## config.mk

```make
export PLATFORM = sky130hd
export DESIGN_NAME = clock_mode_ctrl_flat
export DESIGN_NICKNAME = d
export VERILOG_FILES = /design/src/rtl/clock_mode_ctrl_if.sv /design/src/rtl/clock_mode_ctrl.sv /design/src/flat_wrapper.sv
export SDC_FILE = /design/constraint.sdc
export NUM_CORES = 1
export LEC_CHECK = 0
export BUFFER_PORTS_ARGS = -buffer_cell sky130_fd_sc_hd__buf_2
export CORE_UTILIZATION = 25
export DETAILED_ROUTE_END_ITERATION = 7
export HOLD_SLACK_MARGIN = 0.15
export SLEW_MARGIN = 20
export SYNTH_ARGS = -nofsm -noshare
export SYNTH_HDL_FRONTEND = slang
export SYNTH_SLANG_ARGS = --single-unit
export TNS_END_PERCENT = 10
```

## constraint.sdc

```tcl
create_clock -name clk -period 2 [get_ports clk]
set_input_delay 0.2 -clock clk [delete_from_list [all_inputs] [get_ports clk]]
set_output_delay 0.2 -clock clk [all_outputs]
set_load 0.01 [all_outputs]
```

## src/rtl/clock_mode_ctrl_if.sv

```systemverilog
// Button/tick inputs and command/display outputs of the MM:SS clock front-end.
// master drives buttons and tick; slave is the controller.
interface clock_mode_ctrl_if;
    logic       tick_1hz;
    logic       btn_pause;
    logic       btn_adj;
    logic       btn_inc;
    logic       btn_dec;
    logic       sec_sel;
    logic       min_sel;
    logic       is_dec;
    logic       blink_sec;
    logic       blink_min;
    logic [1:0] mode;

    modport master (
        output tick_1hz, btn_pause, btn_adj, btn_inc, btn_dec,
        input  sec_sel, min_sel, is_dec, blink_sec, blink_min, mode
    );

    modport slave (
        input  tick_1hz, btn_pause, btn_adj, btn_inc, btn_dec,
        output sec_sel, min_sel, is_dec, blink_sec, blink_min, mode
    );
endinterface

```

## src/rtl/clock_mode_ctrl.sv

```systemverilog
// Run/pause/set-time controller for the MM:SS counter: turns tick and buttons
// into one-cycle counter strobes, with auto-repeat, blink and idle timeout.
module clock_mode_ctrl #(
    parameter int HOLD_CYC  = 50000000,
    parameter int REP_CYC   = 10000000,
    parameter int BLINK_CYC = 25000000,
    parameter int IDLE_CYC  = 500000000
) (
    input  logic               clk,
    input  logic               reset,
    clock_mode_ctrl_if.slave   bus
);
    localparam int REP_MAX = (HOLD_CYC > REP_CYC) ? HOLD_CYC : REP_CYC;
    localparam int RW = $clog2(REP_MAX) + 1;
    localparam int BW = $clog2(BLINK_CYC) + 1;
    localparam int IW = $clog2(IDLE_CYC) + 1;

    localparam logic [RW-1:0] HOLD_W     = RW'(HOLD_CYC);
    localparam logic [RW-1:0] REP_W      = RW'(REP_CYC);
    localparam logic [BW-1:0] BLINK_LAST = BW'(BLINK_CYC - 1);
    localparam logic [IW-1:0] IDLE_LAST  = IW'(IDLE_CYC - 1);

    typedef enum logic [1:0] {
        RUN     = 2'd0,
        PAUSE   = 2'd1,
        ADJ_SEC = 2'd2,
        ADJ_MIN = 2'd3
    } state_t;

    state_t        state, state_nxt;
    logic [3:0]    btn, btn_q, press;
    logic [RW-1:0] rep_cnt, rep_cnt_nxt;
    logic          rep_rpt, rep_rpt_nxt;
    logic          rep_dir, rep_dir_nxt;
    logic [IW-1:0] idle_cnt, idle_cnt_nxt;
    logic [BW-1:0] blink_cnt, blink_cnt_nxt;
    logic          sec_q, min_q, dec_q, bsec_q, bmin_q;
    logic          sec_nxt, min_nxt, dec_nxt, bsec_nxt, bmin_nxt;
    logic          fire, fire_dec;

    // bit order: pause, adj, inc, dec
    assign btn   = {bus.btn_pause, bus.btn_adj, bus.btn_inc, bus.btn_dec};
    assign press = btn & ~btn_q;

    always_comb begin
        state_nxt    = state;
        sec_nxt      = 1'b0;
        min_nxt      = 1'b0;
        dec_nxt      = 1'b0;
        rep_cnt_nxt  = '0;
        rep_rpt_nxt  = 1'b0;
        rep_dir_nxt  = rep_dir;
        idle_cnt_nxt = '0;
        fire         = 1'b0;
        fire_dec     = 1'b0;

        case (state)
            RUN: begin
                if (press[2])      state_nxt = ADJ_SEC;
                else if (press[3]) state_nxt = PAUSE;
                if (bus.tick_1hz) begin
                    sec_nxt = 1'b1;
                    min_nxt = 1'b1;
                end
            end
            PAUSE: begin
                if (press[2])      state_nxt = ADJ_SEC;
                else if (press[3]) state_nxt = RUN;
            end
            default: begin
                if (press[2]) begin
                    state_nxt = (state == ADJ_SEC) ? ADJ_MIN : PAUSE;
                end else if (press[3]) begin
                    state_nxt = RUN;
                end else begin
                    // timeout only when nothing is held, so it never collides with a strobe
                    if (|btn)                       idle_cnt_nxt = '0;
                    else if (idle_cnt == IDLE_LAST) state_nxt    = PAUSE;
                    else                            idle_cnt_nxt = idle_cnt + 1'b1;

                    if (bus.btn_inc && bus.btn_dec) begin
                        rep_cnt_nxt = '0;
                    end else if (press[1] || press[0]) begin
                        fire        = 1'b1;
                        fire_dec    = press[0];
                        rep_cnt_nxt = RW'(1);
                        rep_dir_nxt = press[0];
                    end else if (rep_cnt != '0 && (rep_dir ? bus.btn_dec : bus.btn_inc)) begin
                        // first interval is HOLD_CYC, later ones REP_CYC
                        if (rep_cnt == (rep_rpt ? REP_W : HOLD_W)) begin
                            fire        = 1'b1;
                            fire_dec    = rep_dir;
                            rep_cnt_nxt = RW'(1);
                            rep_rpt_nxt = 1'b1;
                        end else begin
                            rep_cnt_nxt = (rep_cnt == '1) ? rep_cnt : rep_cnt + 1'b1;
                            rep_rpt_nxt = rep_rpt;
                        end
                    end

                    if (fire) begin
                        sec_nxt = (state == ADJ_SEC);
                        min_nxt = (state == ADJ_MIN);
                        dec_nxt = fire_dec;
                    end
                end
            end
        endcase

        blink_cnt_nxt = '0;
        bsec_nxt      = 1'b1;
        bmin_nxt      = 1'b1;
        if (state_nxt == state && state[1]) begin
            bsec_nxt = bsec_q;
            bmin_nxt = bmin_q;
            if (blink_cnt == BLINK_LAST) begin
                if (state == ADJ_SEC) bsec_nxt = ~bsec_q;
                else                  bmin_nxt = ~bmin_q;
            end else begin
                blink_cnt_nxt = blink_cnt + 1'b1;
            end
        end
    end

    always_ff @(posedge clk) begin
        if (reset) begin
            state     <= PAUSE;
            btn_q     <= btn;
            rep_cnt   <= '0;
            rep_rpt   <= 1'b0;
            rep_dir   <= 1'b0;
            idle_cnt  <= '0;
            blink_cnt <= '0;
            sec_q     <= 1'b0;
            min_q     <= 1'b0;
            dec_q     <= 1'b0;
            bsec_q    <= 1'b1;
            bmin_q    <= 1'b1;
        end else begin
            state     <= state_nxt;
            btn_q     <= btn;
            rep_cnt   <= rep_cnt_nxt;
            rep_rpt   <= rep_rpt_nxt;
            rep_dir   <= rep_dir_nxt;
            idle_cnt  <= idle_cnt_nxt;
            blink_cnt <= blink_cnt_nxt;
            sec_q     <= sec_nxt;
            min_q     <= min_nxt;
            dec_q     <= dec_nxt;
            bsec_q    <= bsec_nxt;
            bmin_q    <= bmin_nxt;
        end
    end

    assign bus.sec_sel   = sec_q;
    assign bus.min_sel   = min_q;
    assign bus.is_dec    = dec_q;
    assign bus.blink_sec = bsec_q;
    assign bus.blink_min = bmin_q;
    assign bus.mode      = state;
endmodule

```

## src/flat_wrapper.sv

```systemverilog
// flat-port wrapper written by rule: the top's interface ports become plain ports
module clock_mode_ctrl_flat 
#(
    parameter int HOLD_CYC  = 50000000,
    parameter int REP_CYC   = 10000000,
    parameter int BLINK_CYC = 25000000,
    parameter int IDLE_CYC  = 500000000
)
  (clk, reset, bus_tick_1hz, bus_btn_pause, bus_btn_adj, bus_btn_inc, bus_btn_dec, bus_sec_sel, bus_min_sel, bus_is_dec, bus_blink_sec, bus_blink_min, bus_mode);
  clock_mode_ctrl_if bus_i ();
  input  logic clk;
  input  logic reset;
  input wire logic [$bits(bus_i.tick_1hz)-1:0] bus_tick_1hz;
  input wire logic [$bits(bus_i.btn_pause)-1:0] bus_btn_pause;
  input wire logic [$bits(bus_i.btn_adj)-1:0] bus_btn_adj;
  input wire logic [$bits(bus_i.btn_inc)-1:0] bus_btn_inc;
  input wire logic [$bits(bus_i.btn_dec)-1:0] bus_btn_dec;
  output wire logic [$bits(bus_i.sec_sel)-1:0] bus_sec_sel;
  output wire logic [$bits(bus_i.min_sel)-1:0] bus_min_sel;
  output wire logic [$bits(bus_i.is_dec)-1:0] bus_is_dec;
  output wire logic [$bits(bus_i.blink_sec)-1:0] bus_blink_sec;
  output wire logic [$bits(bus_i.blink_min)-1:0] bus_blink_min;
  output wire logic [$bits(bus_i.mode)-1:0] bus_mode;
  assign bus_i.tick_1hz = bus_tick_1hz;
  assign bus_i.btn_pause = bus_btn_pause;
  assign bus_i.btn_adj = bus_btn_adj;
  assign bus_i.btn_inc = bus_btn_inc;
  assign bus_i.btn_dec = bus_btn_dec;
  assign bus_sec_sel = bus_i.sec_sel;
  assign bus_min_sel = bus_i.min_sel;
  assign bus_is_dec = bus_i.is_dec;
  assign bus_blink_sec = bus_i.blink_sec;
  assign bus_blink_min = bus_i.blink_min;
  assign bus_mode = bus_i.mode;
  clock_mode_ctrl #(.HOLD_CYC(HOLD_CYC), .REP_CYC(REP_CYC), .BLINK_CYC(BLINK_CYC), .IDLE_CYC(IDLE_CYC)) u_core (.clk(clk), .reset(reset), .bus(bus_i));
endmodule
```

==> implementation parameters <==
Parameter                              Value

Finish
  Nets    609
  Commonest cells after routing, fill and taps aside    dfxtp_1 (94), nor2_1 (87), buf_4 (53)
  Register Area    1920 um^2
  Most common library cell in the layout ignoring fill and taps    dfxtp_1
  Fillers    1871
  Count of placed standard cells in the final layout, fillers left out    834
  Area used by multi-input combinational logic    2590 um^2
  Layout overhead on the synthesized area    25.0%
  Proportion of layout cells with a drive suffix above 1    ~18%
  Final instance area    5700 um^2

CTS
  Post-CTS Setup Inserts    0
  Clock tree sinks    96
  Clock transition at the registers of the reported paths    around 0.070 ns
  TritonCTS buffer count    9
  Number of H-tree levels    3
  Root Buffer    clkbuf_16
  Source-to-sink clock delay at the later pin of the worst-skew pair    0.36 ns
  CTS tree    built
  Clock Path Buffers    2

Synth
  Gate count after technology mapping    533
  Post-Synth XOR/XNOR Area    12.9%
  Number of different library cells in the post-synthesis netlist    57
  Top cell type's share of synthesized area    42.1%
  Main combinational cell family by area after synthesis    simple AND/OR/NAND/NOR gates
  Number of synthesized flops with an enable pin    0
  Area share of and/or/nand/nor cells after synthesis    approximately a third
  Fraction of registers with async set or reset after synthesis    0%
  Multiplexer share of the synthesized area    less than 1%
  Fraction of the yosys area taken by sequential cells    a little over two fifths
  Largest area contributor in the synthesized netlist    dfxtp_1
  Synthesized area per cell    8.56 um^2
  Count of yosys warnings during synthesis    0
  Synthesized netlist net count    between 500 and 600
  Cells taking the most area after synthesis    dfxtp_1 (42%), xnor2_1 (7.3%), nor2_1 (7.2%)
  Post-Syn Area    4560 um^2
  Adder and majority gate portion of the synthesized area    1.10%
  Flops & latches, synth    96
  Area fraction in compound gates after synthesis    between 7 and 8%
  Main synth FF type    dfxtp_1

STA
  Post-Route Setup TNS    0 ns
  Pin slew with the least headroom to its limit    0.472 ns
  Final setup violation count    0
  Max Slew Vio Count    0
  Maximum clock frequency    0.522 GHz
  Worst hold slack across all endpoints    between 0.2 and 0.3 ns
  Fin. Hold Viols    0
  Final critical path time including I/O delays and setup    1.92 ns
  Ratio of final minimum period to clock period    95.8%
  Max_slew headroom    68.3%
  Clock tree skew after final layout    0.0102 ns

Floorplan
  Starting utilization of the core area    25.5%
  I/O pins    14
  Die Ht    137 um
  Core area    17900 um^2
  Die footprint    18800 um^2
  Number of standard-cell rows in the floorplan    49
  Width of the die    137 um

Routing
  Final routed wire length divided by cell count    12.3 um
  Count of TritonRoute iterations in the first routing pass    6
  Number of design-rule violations left by the first detailed-router iteration    199
  WL final    10300 um
  Vias after detailed routing    around 4000
  Post-route antenna net violation count    0
  Number of vias per cell after detailed routing    approximately 4.7
  DRC    4

Setup path
  Worst reg2reg setup slack    around 0.13 ns
  R2R Path Start    u_core.idle_cnt[9]
  CP required    2.25 ns
  Crit path max fanout    7
  Path depth of the worst reg2reg path    5
  Worst EP arrival    2.16 ns
  Startpoint type of the worst setup path    primary input
  Endpoint class of the critical path    register
  Cell chain of the critical path    dlygate4sd3_1, buf_2, or4_1, nand3b_1, and2_4, or2_1
  R2r endpoint    u_core.bus.mode[1]
  Slowest stage cell, crit path    dlygate4sd3_1
  CP peak stage delay    0.56 ns
  Class of the most critical setup path    primary input to register

Power and ir drop
  Total Power Consumption    between 3 and 4 mW
  Switching Fraction    23.4%
  Power per cell area    647 nW/um^2
  Part of the total power dissipated in the clock network    45.7%
  Combinational fraction of design power    2.0%
  Largest vdd supply drop    0.000397 V
  Cell-internal power    2.83 mW
  Static Leak    1.90 nW
  Psw    0.862 mW
  Register share of total power    52.3%

Outcome
  Violated checks    design-rule violations
  Result of the run    finished with violations

GRT
  GRT Total Usage    11.4%
  Number of global-route vias before repair    3554
  Aggregate global routing overflow    0
  Global-route wire length before repair    17100 um
  Maximum number of pins on one net before global-route repair    27
  Initial antenna violation count    2

Placement
  Placed instance area    5270 um^2
  Number of port buffers    13
  Cell count after placement    between 800 and 900
  Post-detail-place hpwl    7390 um
  Placer Congestion    about 0.83

Hold path
  Worst hold stages    4
  Min-Delay Path Class    primary input to register
  Critical hold path startpoint    bus_tick_1hz
  Worst min-delay path endpoint    u_core.bus.sec_sel

Job
  Reported max-cap violation count    0
==> power groups by stage <==
stage	clock network (mW)	logic, mW	registers, mW
after floorplan	0	0.0365	1.97
after CTS	1.74	0.0731	1.93
after global routing	1.83	0.0820	1.93
final	1.68	0.0735	1.93
after detailed placement	0	0.0642	1.98
after global placement	0	0.0635	1.98
==> per-layer routing <==
metal  wire length, um  global-route usage, %  up-vias  share of wire [%]
met5                 0                      0        -                  0
met1              5110                   15.6     1826                 50
met3               367                   2.30       22                3.6
li1                  -                      -     2042                  -
met2              4490                   16.7       63                 44
met4               322                   6.47        0                3.1
==> logic make-up after synthesis <==
group,Yosys count
and+or+nand+nor,284
muxes,2
buffers and inverters,32
AOI/OAI and AO/OA,48
DFF,96
xor gates and xnor gates,67
adders and majority gates,4
==> worst max path at each step <==
| stage | start | end | slack, ns |
|---|---|---|---|
| final | bus_btn_dec | u_core.bus.mode[1] | 0.08 |
| after global routing | u_core.rep_cnt[9] | u_core.bus.min_sel | -0.006 |
| after CTS | u_core.idle_cnt[0] | u_core.bus.mode[1] | 0.03 |
| after detailed placement | u_core.rep_cnt[1] | u_core.rep_cnt[12] | -0.03 |
| after global placement | u_core.idle_cnt[0] | u_core.bus.mode[1] | 0.06 |
| after floorplan | u_core.rep_cnt[0] | u_core.rep_cnt[23] | 0.14 |
==> cells in the mapped netlist (all sizes together) (2+ instances only) <==
| cell type | count |
|---|---|
| mux2i | 2 |
| o211ai | 2 |
| clkbuf | 7 |
| a2111oi | 2 |
| nor3b | 4 |
| or3 | 5 |
| nand4 | 26 |
| and2 | 4 |
| ha | 4 |
| nor3 | 20 |
| o21ai | 11 |
| or4 | 10 |
| xnor2 | 38 |
| nor4bb | 2 |
| and3 | 15 |
| nor2 | 87 |
| nand3 | 42 |
| a21oi | 13 |
| nand2 | 31 |
| a31oi | 2 |
| and4 | 8 |
| xor2 | 29 |
| nand4b | 2 |
| buf | 12 |
| inv | 13 |
| a211oi | 6 |
| nor4 | 16 |
| o22ai | 2 |
| or2 | 3 |
| dfxtp | 96 |
| nand2b | 4 |
==> worst max-delay path: cells and delay by family <==
kind / cells / cell delay (ns)
buf+inv: 2 / 0.73
simple gates: 4 / 1.22
==> registers in the layout, summed over array words and instances, names as in the netlist <==
name	count
u_core.bus.mode	2
u_core.blink_cnt	26
u_core.bus.sec_sel	1
u_core.rep_rpt	1
u_core.rep_dir	1
u_core.bus.min_sel	1
u_core.btn_q	4
u_core.bus.blink_sec	1
u_core.bus.blink_min	1
u_core.bus.is_dec	1
u_core.idle_cnt	30
u_core.rep_cnt	27
==> metrics by stage <==
stage | util (%) | setup slack, ns
3_3_place_gp | 29.4 | 0.0639
5_1_grt | 31.8 | -0.00596
3_5_place_dp | 29.4 | -0.0329
4_1_cts | 31.3 | 0.0330
2_1_floorplan | - | 0.139
6_report | 31.8 | 0.0834
==> area by class of cell <==
| cell class | instances | area share [%] |
|---|---|---|
| Clock buffer | 9 | 3.95 |
| Inverter | 13 | 0.856 |
| Clock inverter | 7 | 1.12 |
| Sequential cell | 96 | 33.8 |
| Multi-Input combinational cell | 405 | 45.5 |
| Antenna cell | 2 | 0.0878 |
| Tap cell | 229 | 5.03 |
| Timing Repair Buffer | 73 | 9.70 |
==> repair_timing <==
action                                  4_1_cts  5_1_grt
resized for setup                             1       17
hold buffers                                  5        0
endpoints found under the setup margin       28       78
pin swaps                                     0        2
endpoints found under the hold margin         6        0
Note: power is estimated with default switching activity, not from simulation.
